===== src/rtl/sram_req_arbiter.sv =====
// Arbitrates the inst-fetch and data-access sram-like requesters onto one downstream port.
// An in-order owner FIFO routes each data_ok/rdata back to the requester that issued it.
module sram_req_arbiter #(
  parameter int MAX_OUTSTANDING = 4,
  parameter int STARVE_LIMIT    = 8
) (
  input  logic        aclk,
  input  logic        aresetn,

  input  logic        inst_sram_req,
  input  logic        inst_sram_wr,
  input  logic [1:0]  inst_sram_size,
  input  logic [3:0]  inst_sram_wstrb,
  input  logic [31:0] inst_sram_addr,
  input  logic [31:0] inst_sram_wdata,
  output logic        inst_sram_addr_ok,
  output logic        inst_sram_data_ok,
  output logic [31:0] inst_sram_rdata,

  input  logic        data_sram_req,
  input  logic        data_sram_wr,
  input  logic [1:0]  data_sram_size,
  input  logic [3:0]  data_sram_wstrb,
  input  logic [31:0] data_sram_addr,
  input  logic [31:0] data_sram_wdata,
  output logic        data_sram_addr_ok,
  output logic        data_sram_data_ok,
  output logic [31:0] data_sram_rdata,

  output logic        out_sram_req,
  output logic        out_sram_wr,
  output logic [1:0]  out_sram_size,
  output logic [3:0]  out_sram_wstrb,
  output logic [31:0] out_sram_addr,
  output logic [31:0] out_sram_wdata,
  input  logic        out_sram_addr_ok,
  input  logic        out_sram_data_ok,
  input  logic [31:0] out_sram_rdata,

  output logic        err_unexpected_ok
);

  localparam int PTR_W    = $clog2(MAX_OUTSTANDING);
  localparam int CNT_W    = PTR_W + 1;
  localparam int STARVE_W = $clog2(STARVE_LIMIT + 1);
  localparam logic [CNT_W-1:0]    CNT_FULL   = CNT_W'(MAX_OUTSTANDING);
  localparam logic [STARVE_W-1:0] STARVE_MAX = STARVE_W'(STARVE_LIMIT);

  typedef enum logic [1:0] {
    OWNER_NONE,
    OWNER_INST,
    OWNER_DATA
  } owner_e;

  owner_e                     owner;
  logic                       lock_valid;
  logic                       lock_owner;
  logic [STARVE_W-1:0]        starve_cnt;
  logic [CNT_W-1:0]           count;
  logic [PTR_W-1:0]           wr_ptr;
  logic [PTR_W-1:0]           rd_ptr;
  logic [MAX_OUTSTANDING-1:0] fifo_mem;
  logic                       full;
  logic                       handshake;
  logic                       pop;
  logic                       head_owner;

  // A pending lock wins so the requester's fields stay on the bus until addr_ok.
  always_comb begin
    owner = OWNER_NONE;
    if (lock_valid) begin
      owner = lock_owner ? OWNER_DATA : OWNER_INST;
    end else if (starve_cnt == STARVE_MAX && inst_sram_req) begin
      owner = OWNER_INST;
    end else if (data_sram_req) begin
      owner = OWNER_DATA;
    end else if (inst_sram_req) begin
      owner = OWNER_INST;
    end
  end

  assign full         = (count == CNT_FULL);
  assign out_sram_req = (owner != OWNER_NONE) && !full;
  assign handshake    = out_sram_req && out_sram_addr_ok;
  assign pop          = out_sram_data_ok && (count != '0);
  assign head_owner   = fifo_mem[rd_ptr];

  always_comb begin
    out_sram_wr    = 1'b0;
    out_sram_size  = 2'b0;
    out_sram_wstrb = 4'b0;
    out_sram_addr  = 32'b0;
    out_sram_wdata = 32'b0;
    case (owner)
      OWNER_INST: begin
        out_sram_wr    = inst_sram_wr;
        out_sram_size  = inst_sram_size;
        out_sram_wstrb = inst_sram_wstrb;
        out_sram_addr  = inst_sram_addr;
        out_sram_wdata = inst_sram_wdata;
      end
      OWNER_DATA: begin
        out_sram_wr    = data_sram_wr;
        out_sram_size  = data_sram_size;
        out_sram_wstrb = data_sram_wstrb;
        out_sram_addr  = data_sram_addr;
        out_sram_wdata = data_sram_wdata;
      end
      default: ;
    endcase
  end

  assign inst_sram_addr_ok = handshake && (owner == OWNER_INST);
  assign data_sram_addr_ok = handshake && (owner == OWNER_DATA);
  assign inst_sram_data_ok = pop && !head_owner;
  assign data_sram_data_ok = pop && head_owner;
  assign inst_sram_rdata   = inst_sram_data_ok ? out_sram_rdata : 32'b0;
  assign data_sram_rdata   = data_sram_data_ok ? out_sram_rdata : 32'b0;

  always_ff @(posedge aclk) begin
    if (!aresetn) begin
      lock_valid        <= 1'b0;
      lock_owner        <= 1'b0;
      starve_cnt        <= '0;
      count             <= '0;
      wr_ptr            <= '0;
      rd_ptr            <= '0;
      fifo_mem          <= '0;
      err_unexpected_ok <= 1'b0;
    end else begin
      if (handshake) begin
        lock_valid <= 1'b0;
      end else if (out_sram_req) begin
        lock_valid <= 1'b1;
        lock_owner <= (owner == OWNER_DATA);
      end

      if (handshake) begin
        fifo_mem[wr_ptr] <= (owner == OWNER_DATA);
        wr_ptr           <= wr_ptr + 1'b1;
      end
      if (pop) begin
        rd_ptr <= rd_ptr + 1'b1;
      end
      case ({handshake, pop})
        2'b10:   count <= count + 1'b1;
        2'b01:   count <= count - 1'b1;
        default: ;
      endcase

      if (out_sram_data_ok && count == '0) begin
        err_unexpected_ok <= 1'b1;
      end

      // Counts data wins only while inst is actually waiting; saturates at the limit.
      if (!inst_sram_req) begin
        starve_cnt <= '0;
      end else if (handshake && owner == OWNER_INST) begin
        starve_cnt <= '0;
      end else if (handshake && owner == OWNER_DATA && starve_cnt != STARVE_MAX) begin
        starve_cnt <= starve_cnt + 1'b1;
      end
    end
  end

endmodule


===== config.mk =====
export PLATFORM = sky130hd
export DESIGN_NAME = sram_req_arbiter
export DESIGN_NICKNAME = d
export VERILOG_FILES = /design/src/rtl/sram_req_arbiter.sv
export SDC_FILE = /design/constraint.sdc
export NUM_CORES = 1
export LEC_CHECK = 0
export ABC_AREA = 1
export BUFFER_PORTS_ARGS = -buffer_cell sky130_fd_sc_hd__buf_4
export CAP_MARGIN = 20
export CORE_AREA = 10 10 116 118
export CTS_BUF_LIST = sky130_fd_sc_hd__clkbuf_16
export DETAILED_ROUTE_END_ITERATION = 12
export DIE_AREA = 0 0 126 128
export GPL_TIMING_DRIVEN = 1
export PLACE_DENSITY = 0.59
export SLEW_MARGIN = 5
export SYNTH_ARGS = -nofsm -noshare
export SYNTH_HDL_FRONTEND = slang
export SYNTH_SLANG_ARGS = --single-unit

===== constraint.sdc =====
create_clock -name aclk -period 3.4 [get_ports aclk]
set_input_delay 0.17 -clock aclk [delete_from_list [all_inputs] [get_ports aclk]]
set_output_delay 0.17 -clock aclk [all_outputs]
set_load 0.02 [all_outputs]

# Word-level counts from Yosys, hierarchy flattened
# Cells that the tools add are included.
# totals
elab_cells	64
in_bits	180
register_bits	18
# op_classes
n_mux	18
reduce_logical	20
order_cmp	3
bitwise_logic	3
n_addsub	5
n_eq_ne	7
# op_table
operator	n
$pmux 32 s2	2
$mux 32	2
$logic_and 1x1->1	11
$mux 2	4
$pmux 4 s2	1
$lt 2x3->1 const B	2
$pmux 3 s2	1
$add 2x1->2 const B	2
$add 4x1->4 const B	1
$bwmux 4	1
$eq 2x1->1 const B	2
$eq 2x2->1 const B	2
$eq 4x4->1 const B	1
$ne 4x4->1 const B	1
$pmux 2 s2	1
$reduce_bool 2->1	2
$add 3x1->3 const B	1
$eq 3x3->1 const B	1
$logic_not 3->1	1
$mux 1	3
$not 1->1	3
$reduce_bool 3->1	1
$reduce_or 3->1	1
$sub 3x1->3 const B	1
other kinds (7)	8

# Longest topological paths before layout
# Gate-level depths: netlist (run 1).
# depth
depth_word	9
depth_mapped	17
depth_no_buf	17

# Worst setup path before layout (run 1)
# Ideal clock, no wire load.
# synth_timing
path_type	flip-flop to flip-flop
start	reg starve_cnt[0]
end	reg count[1]
synth_period_minus_slack_ns	2.693
t_arrival_ns	2.629
setup_slack_ns	0.707
stages_incl_launch_ff	17
path_buffers	0
cell_sequence	dfxtp_1 -> inv_1 -> ha_1 -> nand2_1 -> nor2_1 -> nand2_1 -> a31oi_1 -> o21ai_0 -> ha_1 -> inv_1 -> nand3_2 -> ha_1 -> inv_1 -> fa_1 -> nor2_1 -> a21oi_1 -> nor2_1
# synth_via
elab_chain_cells	9
elab_cells_between_ends	11
# synth_lines
item	line	text
from (decl)	58	logic [STARVE_W-1:0] starve_cnt;
from (signal assigned)	161	starve_cnt <= starve_cnt + 1'b1;
$eq 4x4->1 *	73	end else if (starve_cnt == STARVE_MAX && inst_sram_req) begin
$logic_and 1x1->1 *	73	
$mux 2 *	73	
$mux 2 *	71	if (lock_valid) begin
$reduce_bool 2->1 *	83	assign out_sram_req = (owner != OWNER_NONE) && !full;
$logic_and 1x1->1 *	83	
$logic_and 1x1->1 *	84	assign handshake = out_sram_req && out_sram_addr_ok;
$eq 2x1->1 or $eq 2x2->1 (tied branches)	145	case ({handshake, pop})
$pmux 3 s2 or $reduce_bool 2->1 (tied branches)	-	
to (signal assigned)	146	2'b10: count <= count + 1'b1;
to (signal assigned)	147	2'b01: count <= count - 1'b1;
to (decl)	59	logic [CNT_W-1:0] count;
# Mark *: on every way between the ends. The rest lies on a longest branch, timed or not.
# A chain may end at the register's enable or synchronous reset.

# Worst setup path after layout (run 1)
# Ends and elaborated chain as after synthesis.

==> flow_metrics.tcl, run 1 <==
set metrics [dict create \
    status "finished, final reports clean" \
    wirelength_um 15900 \
    clk_latency_ns 0.25 \
    synth-compound-area-share 0.218 \
    wire_per_inst_um 17.2 \
    cts_sinks 18 \
    synth-xor-area-share 0.00714 \
    finalPower_mw 2.50 \
    worstSetupEndpointType "flop" \
    detailed_place_hpwl_um 13700 \
    path_class "flop to flop" \
    postCtsHoldBufs 0 \
    synth_top_cell_by_area "nand2_1" \
    worstPathArrival_ns 3.25 \
    synth_top_family_by_area "simple AND/OR/NAND/NOR gates" \
    vdd_drop_max_uv 250 \
    fin_area_um2 5050 \
    clk_pin_slew_ns 0.05 \
    hold_slack_ns 0.208 \
    antenna-diode-count 0 \
    post-synth-top-count-cell "nand2_1" \
    cap_violations 0 \
    ys.flop_type "dfxtp_1" \
    die_w_um 126 \
    hp-class "primary input to flop" \
    drv_slew 0 \
    relSlewSlack 0.531 \
    yosys_warnings 0 \
    ctsResizeCount 0 \
    coreArea_um2 11200 \
    p_per_area_nw_per_um2 496 \
    syn_area_per_cell_um2 5.09 \
    htree_num_levels 1 \
    synthesis.nets 673 \
    fmax_ghz 0.327 \
    leakage_nw 2.66 \
    yosysUniqueCellTypes 23 \
    syn_to_final_growth_pct 106 \
    fin_skew_ns 0.00173 \
    slowest_stage "fa_1" \
    antenna_found_initial 0 \
    final-setup-viol-count 0 \
    rows 39 \
    pin_count 321 \
    start_util 0.219 \
    period_share 0.900 \
    io_buffers 320 \
    synth_top_area_share 0.260 \
    layout.nets 971 \
    worstMarginPinSlew_ns 0.704 \
    cts_tree "done" \
    yosys.area_share.adder 0.0592 \
    ys_top_cells_by_count "nand2_1, a21oi_1, inv_1, nor2_1, nor3_1" \
    grt_pass1_vias 4198 \
    remaining_drc_errors 0 \
    clockRootBuffer "clkbuf_16" \
    numCtsBuffers 3 \
    finalHoldViolations 0 \
    synth_area_um2 2450 \
    grt_pass1_wl_um 23400 \
    via_per_inst 4.57 \
    place.gp.congestion 0.897 \
    path_cells "inv_1, ha_1, nand2_1, nor2_1, nand2_1, a31oi_2, o21ai_0, ha_1, inv_1, nand3_2, ha_1, inv_1, fa_1, nor2_1, a21oi_1, nor2_1" \
    yosys.area_share.simple 0.413 \
    drt_iter0_drc 142 \
    crit_family "adder cells" \
    crit_buf_inv 3 \
    synth_area_leaders "nand2_1, a21oi_1, dfxtp_1" \
    worstSetupStartpointType "flop" \
    vias 4214 \
    ant_nets 0 \
    ys_seq_area_frac 0.147 \
    cts_setup_buffers 0 \
    dpl_cell_area_um2 4960 \
    grt_max_degree 74 \
    synth_mux_area_frac 0 \
    die-area_um2 16100 \
    finalCriticalPeriod_ns 3.06 \
    cts_buffer_depth 2 \
    dieHeight_um 128 \
    critPathMaxFanout 9 \
    syn_inst 482 \
    synth_edf_count 0 \
    cpPeakStageDelay_ns 0.41 \
    worstPathRequired_ns 3.59 \
    drive_gt1_frac 0.431 \
    ys_async_sr_fraction 0 \
    ys_seq_elements 18 \
    grt_usage 0.178 \
    grt_overflow 0 \
    first_pass_iters 4 \
]
-- per-layer routing --
| layer | part of all wire | wire [um] | vias to the layer above | global-route usage |
|---|---|---|---|---|
| li1 | - | - | 2103 | - |
| met1 | 0.34 | 5310 | 1865 | 0.165 |
| met2 | 0.51 | 8100 | 225 | 0.332 |
| met3 | 0.13 | 2060 | 21 | 0.0902 |
| met4 | 0.024 | 377 | 0 | 0.0596 |
| met5 | 0 | 0 | - | 0 |
-- worst reg2reg max path, stage by stage, from the launching register on --
cell and delay (ns):
dfxtp_1 0.33, inv_1 0.09, ha_1 0.15, nand2_1 0.05, nor2_1 0.24, nand2_1 0.11, a31oi_2 0.26, o21ai_0 0.24
ha_1 0.25, inv_1 0.09, nand3_2 0.19, ha_1 0.26, inv_1 0.10, fa_1 0.41, nor2_1 0.09, a21oi_1 0.05
nor2_1 0.08
-- final cells by class --
type	count	area, um^2
clock buffer	3	75.1
tap	143	179
timing repair buffer	326	2470
sequential	18	360
fill	1206	6170
clock inverter	1	3.75
inverter	61	229
multi-input combinational	370	1730
-- cell usage in the layout (no fill, tap or decap) --
cell       Yosys  final
a211oi_1       1      1
a21oi_1       88     88
a21oi_4        1      1
a31oi_2        0      1
buf_12         0      2
buf_4          0    324
clkbuf_16      0      3
clkinv_1       0      1
dfxtp_1       18     18
fa_1           1      1
ha_1          10      8
ha_2           0      1
ha_4           0      1
inv_1         61     61
nand2_1      170    170
nand2_2        1      1
nand3_1        3      3
nand3_2        1      1
nand4_1        1      1
nor2_1        43     43
nor2_4         1      1
nor3_1        33     33
o21ai_0       12     12
o21ai_1        1      1
xor2_1         2      2
-- where the power goes --
group	switching, mW	leakage, nW	internal [mW]	total (mW)
Clock	0.0827	0.0385	0.157	0.239
Sequential	0.0274	0.147	0.250	0.277
Combinational	1.24	2.47	0.751	1.99
Total	1.35	2.66	1.16	2.50
-- metrics by stage --
stage                     setup slack [ns]  instances  utilization  setup TNS (ns)
after floorplan                      0.707        482            -               0
after global placement               0.489        918        0.442               0
after detailed placement             0.370        918        0.442               0
after CTS                            0.244        922        0.449               0
after global routing              -0.00476        922        0.450        -0.00916
final                                0.340        922        0.450               0
-- path summary, 6_finish.rpt --
| path | from | end | slack, ns | cells after the start |
|---|---|---|---|---|
| worst max-delay path | starve_cnt[0]$_SDFFE_PP0P_ | count[1]$_SDFFE_PN0P_ | 0.34 | 16 |
| worst min-delay path | out_sram_data_ok | err_unexpected_ok$_SDFFE_PN0P_ | 0.21 | 3 |
| worst max register to register | starve_cnt[0]$_SDFFE_PP0P_ | count[1]$_SDFFE_PN0P_ | 0.34 | 16 |
| worst min register to register | err_unexpected_ok$_SDFFE_PN0P_ | err_unexpected_ok$_SDFFE_PN0P_ | 0.45 | 2 |
-- registers in the layout, summed over array words and instances, names as in the netlist --
| signal | count |
|---|---|
| starve_cnt | 4 |
| wr_ptr | 2 |
| rd_ptr | 2 |
| lock_valid | 1 |
| err_unexpected_ok | 1 |
| count | 3 |
| lock_owner | 1 |
| fifo_mem | 4 |
-- logic make-up (layout without fill, tap and decap cells) --
family          Yosys count  in the layout
simple gates            253            253
compound gates          104            104
buf+inv                  94            391
flops                    18             18
fa+ha+maj                11             11
xor+xnor                  2              2
No activity file was read; power rests on OpenSTA's default activity.
==> run 2: changes to the inputs <==
Settings changed: ABC_AREA 1 to not set.
==> run 2 against run 1 <==
Against the previous run: sequential share of layout area is essentially flat; final area shrank 0.54%; clock-buffer cell count is the same; hold slack worse by 0.042 ns; largest power group unchanged; flip-flop and latch count stayed put; power is 3.8% lower; clock power barely moved.
==> flow_metrics.tcl, run 2 <==
set metrics [dict create \
    cts_buffer_depth 2 \
    sequentialPowerShare 0.123 \
    leakage_nw 2.77 \
    cts_sinks 18 \
    cap_violations 0 \
    finalCriticalPeriod_ns 3.02 \
    syn_area_per_cell_um2 6.69 \
    postCtsHoldBufs 0 \
    crit_buf_inv 2 \
    instances_no_fill 799 \
    whs_endpoint "lock_owner$_SDFFE_PN0P_" \
    start_util 0.218 \
    dpl.cell_count 795 \
    ys_async_sr_fraction 0 \
    yosysUniqueCellTypes 40 \
    vdd_drop_max_uv 268 \
    worstPathRequired_ns 3.58 \
    clk_latency_ns 0.25 \
    regToRegSetupSlack_ns 0.38 \
    coreArea_um2 11200 \
    drt_iter0_drc 168 \
    die-area_um2 16100 \
    antenna_found_initial 0 \
    yosys_warnings 0 \
    worstHoldPathCells 2 \
    numCtsBuffers 3 \
    hp-start "out_sram_addr_ok" \
    detailed_place_hpwl_um 13700 \
    worstMarginPinSlew_ns 0.756 \
    place.gp.congestion 0.870 \
    rsz0062_at_grt "no" \
    remaining_drc_errors 0 \
    vias 3891 \
    syn_to_final_growth_pct 105 \
    cpPeakStageDelay_ns 0.39 \
    via_per_inst 4.87 \
    post-synth-top-count-cell "nor2_1" \
    grt_pass1_wl_um 23900 \
    synth_top_area_share 0.218 \
    p_per_area_nw_per_um2 479 \
    antenna-diode-count 0 \
    final_common_cell "buf_4" \
    rows 39 \
    final-setup-viol-count 0 \
    hold_slack_ns 0.166 \
    slowest_stage "dfxtp_1" \
    worstReg2RegEnd "count[2]$_SDFFE_PN0P_" \
    worstSetupStartpointType "flop" \
    io_buffers 320 \
    period_share 0.888 \
    relSlewSlack 0.494 \
    layout.nets 848 \
    ys_seq_elements 18 \
    drv_slew 0 \
    r2r_start "starve_cnt[0]$_SDFFE_PP0P_" \
    ctsResizeCount 0 \
    drive_gt1_frac 0.517 \
    ys_seq_area_frac 0.147 \
    worstSetupEndpointType "flop" \
    first_pass_iters 5 \
    grt_usage 0.182 \
    power.internal_mw 1.18 \
    p_comb_frac 0.779 \
    reg2reg_depth 14 \
    path_class "flop to flop" \
    fin_area_um2 5020 \
    crit_family "adder cells" \
    p_sw_frac 0.510 \
    grt_overflow 0 \
    finalHoldViolations 0 \
    worstPathArrival_ns 3.20 \
    final_util 0.448 \
    wire_per_inst_um 20.1 \
    grt_pass1_vias 4046 \
    synthesis.nets 557 \
    power.switching_mw 1.23 \
    synth_edf_count 0 \
    crit_top_cell "ha_1" \
    fin_skew_ns 0.00259 \
    ant_nets 0 \
    status "finished, final reports clean" \
    grt_max_degree 72 \
    pin_count 321 \
    die_w_um 126 \
    cts_setup_buffers 0 \
    clkPwrFrac 0.098 \
    wirelength_um 16000 \
    synth_area_um2 2450 \
    fmax_ghz 0.331 \
    syn_inst 366 \
    htree_num_levels 1 \
    hp-class "primary input to flop" \
    reg.largest.list "fifo_mem x4, starve_cnt x4, count x3" \
    path_cells "inv_1, ha_1, and3b_1, o21ai_0, mux2_2, ha_1, nor2b_1, nand2_1, ha_1, inv_1, fa_1, xor2_1, or3_1, a21oi_1" \
    synth_area_leaders "a22oi_1, and3_1, dfxtp_1" \
    clockRootBuffer "clkbuf_16" \
    dieHeight_um 128 \
    clk_pin_slew_ns 0.05 \
    synth_top_cell_by_area "a22oi_1" \
    layout_common_cells "buf_4, nor2_1, a22oi_1" \
    ys.flop_type "dfxtp_1" \
    cts_tree "done" \
    dpl_cell_area_um2 4950 \
    tns_ns 0 \
    critPathMaxFanout 7 \
    ys_top_cells_by_count "nor2_1, a22oi_1, and3_1, clkbuf_1, dfxtp_1" \
]
run 2: worst max path at each step:
stage	from	endpoint	slack [ns]	cells after the start
2_1_floorplan	starve_cnt[0]$_SDFFE_PP0P_	count[2]$_SDFFE_PN0P_	0.42	16
3_3_place_gp	starve_cnt[0]$_SDFFE_PP0P_	count[2]$_SDFFE_PN0P_	0.53	14
3_5_place_dp	starve_cnt[0]$_SDFFE_PP0P_	count[2]$_SDFFE_PN0P_	0.39	14
4_1_cts	starve_cnt[0]$_SDFFE_PP0P_	count[2]$_SDFFE_PN0P_	0.38	14
5_1_grt	starve_cnt[0]$_SDFFE_PP0P_	count[2]$_SDFFE_PN0P_	0.07	14
6_report	starve_cnt[0]$_SDFFE_PP0P_	count[2]$_SDFFE_PN0P_	0.38	14
run 2: power by group through the flow:
stage	registers (mW)	logic [mW]	clock network (mW)
final	0.297	1.88	0.236
after global placement	0.298	1.87	0
after floorplan	0.293	1.08	0
after CTS	0.297	1.90	0.241
after detailed placement	0.302	1.89	0
after global routing	0.303	2.03	0.251
run 2: cells by family after synthesis:
family | after synthesis | share of synthesized area
AOI/OAI and AO/OA | 98 | 0.289
xor gates and xnor gates | 4 | 0.0143
adders and majority gates | 11 | 0.0593
buffers and inverters | 51 | 0.0828
DFF | 18 | 0.147
muxes | 10 | 0.0434
and+or+nand+nor | 174 | 0.364
run 2: routing by layer:
layer / share of wire / GRT usage / wire length, um
met5: 0 / 0 / 0
met2: 0.51 / 0.337 / 8190
met4: 0.021 / 0.0462 / 333
met3: 0.13 / 0.0931 / 2090
met1: 0.34 / 0.174 / 5440
run 2: area by class of cell:
class                      instances  area [um^2]
fill                            1160         6200
timing repair buffer             328         2480
multi-input combinational        297         1890
sequential                        18          360
tap                              143          179
clock buffer                       3         75.1
inverter                           9         33.8
clock inverter                     1         3.75
run 2: through the flow:
| stage | worst slack (ns) | total power, mW |
|---|---|---|
| after floorplan | 0.420 | 1.37 |
| after global placement | 0.530 | 2.17 |
| after detailed placement | 0.391 | 2.19 |
| after CTS | 0.379 | 2.44 |
| after global routing | 0.0689 | 2.58 |
| final | 0.380 | 2.41 |
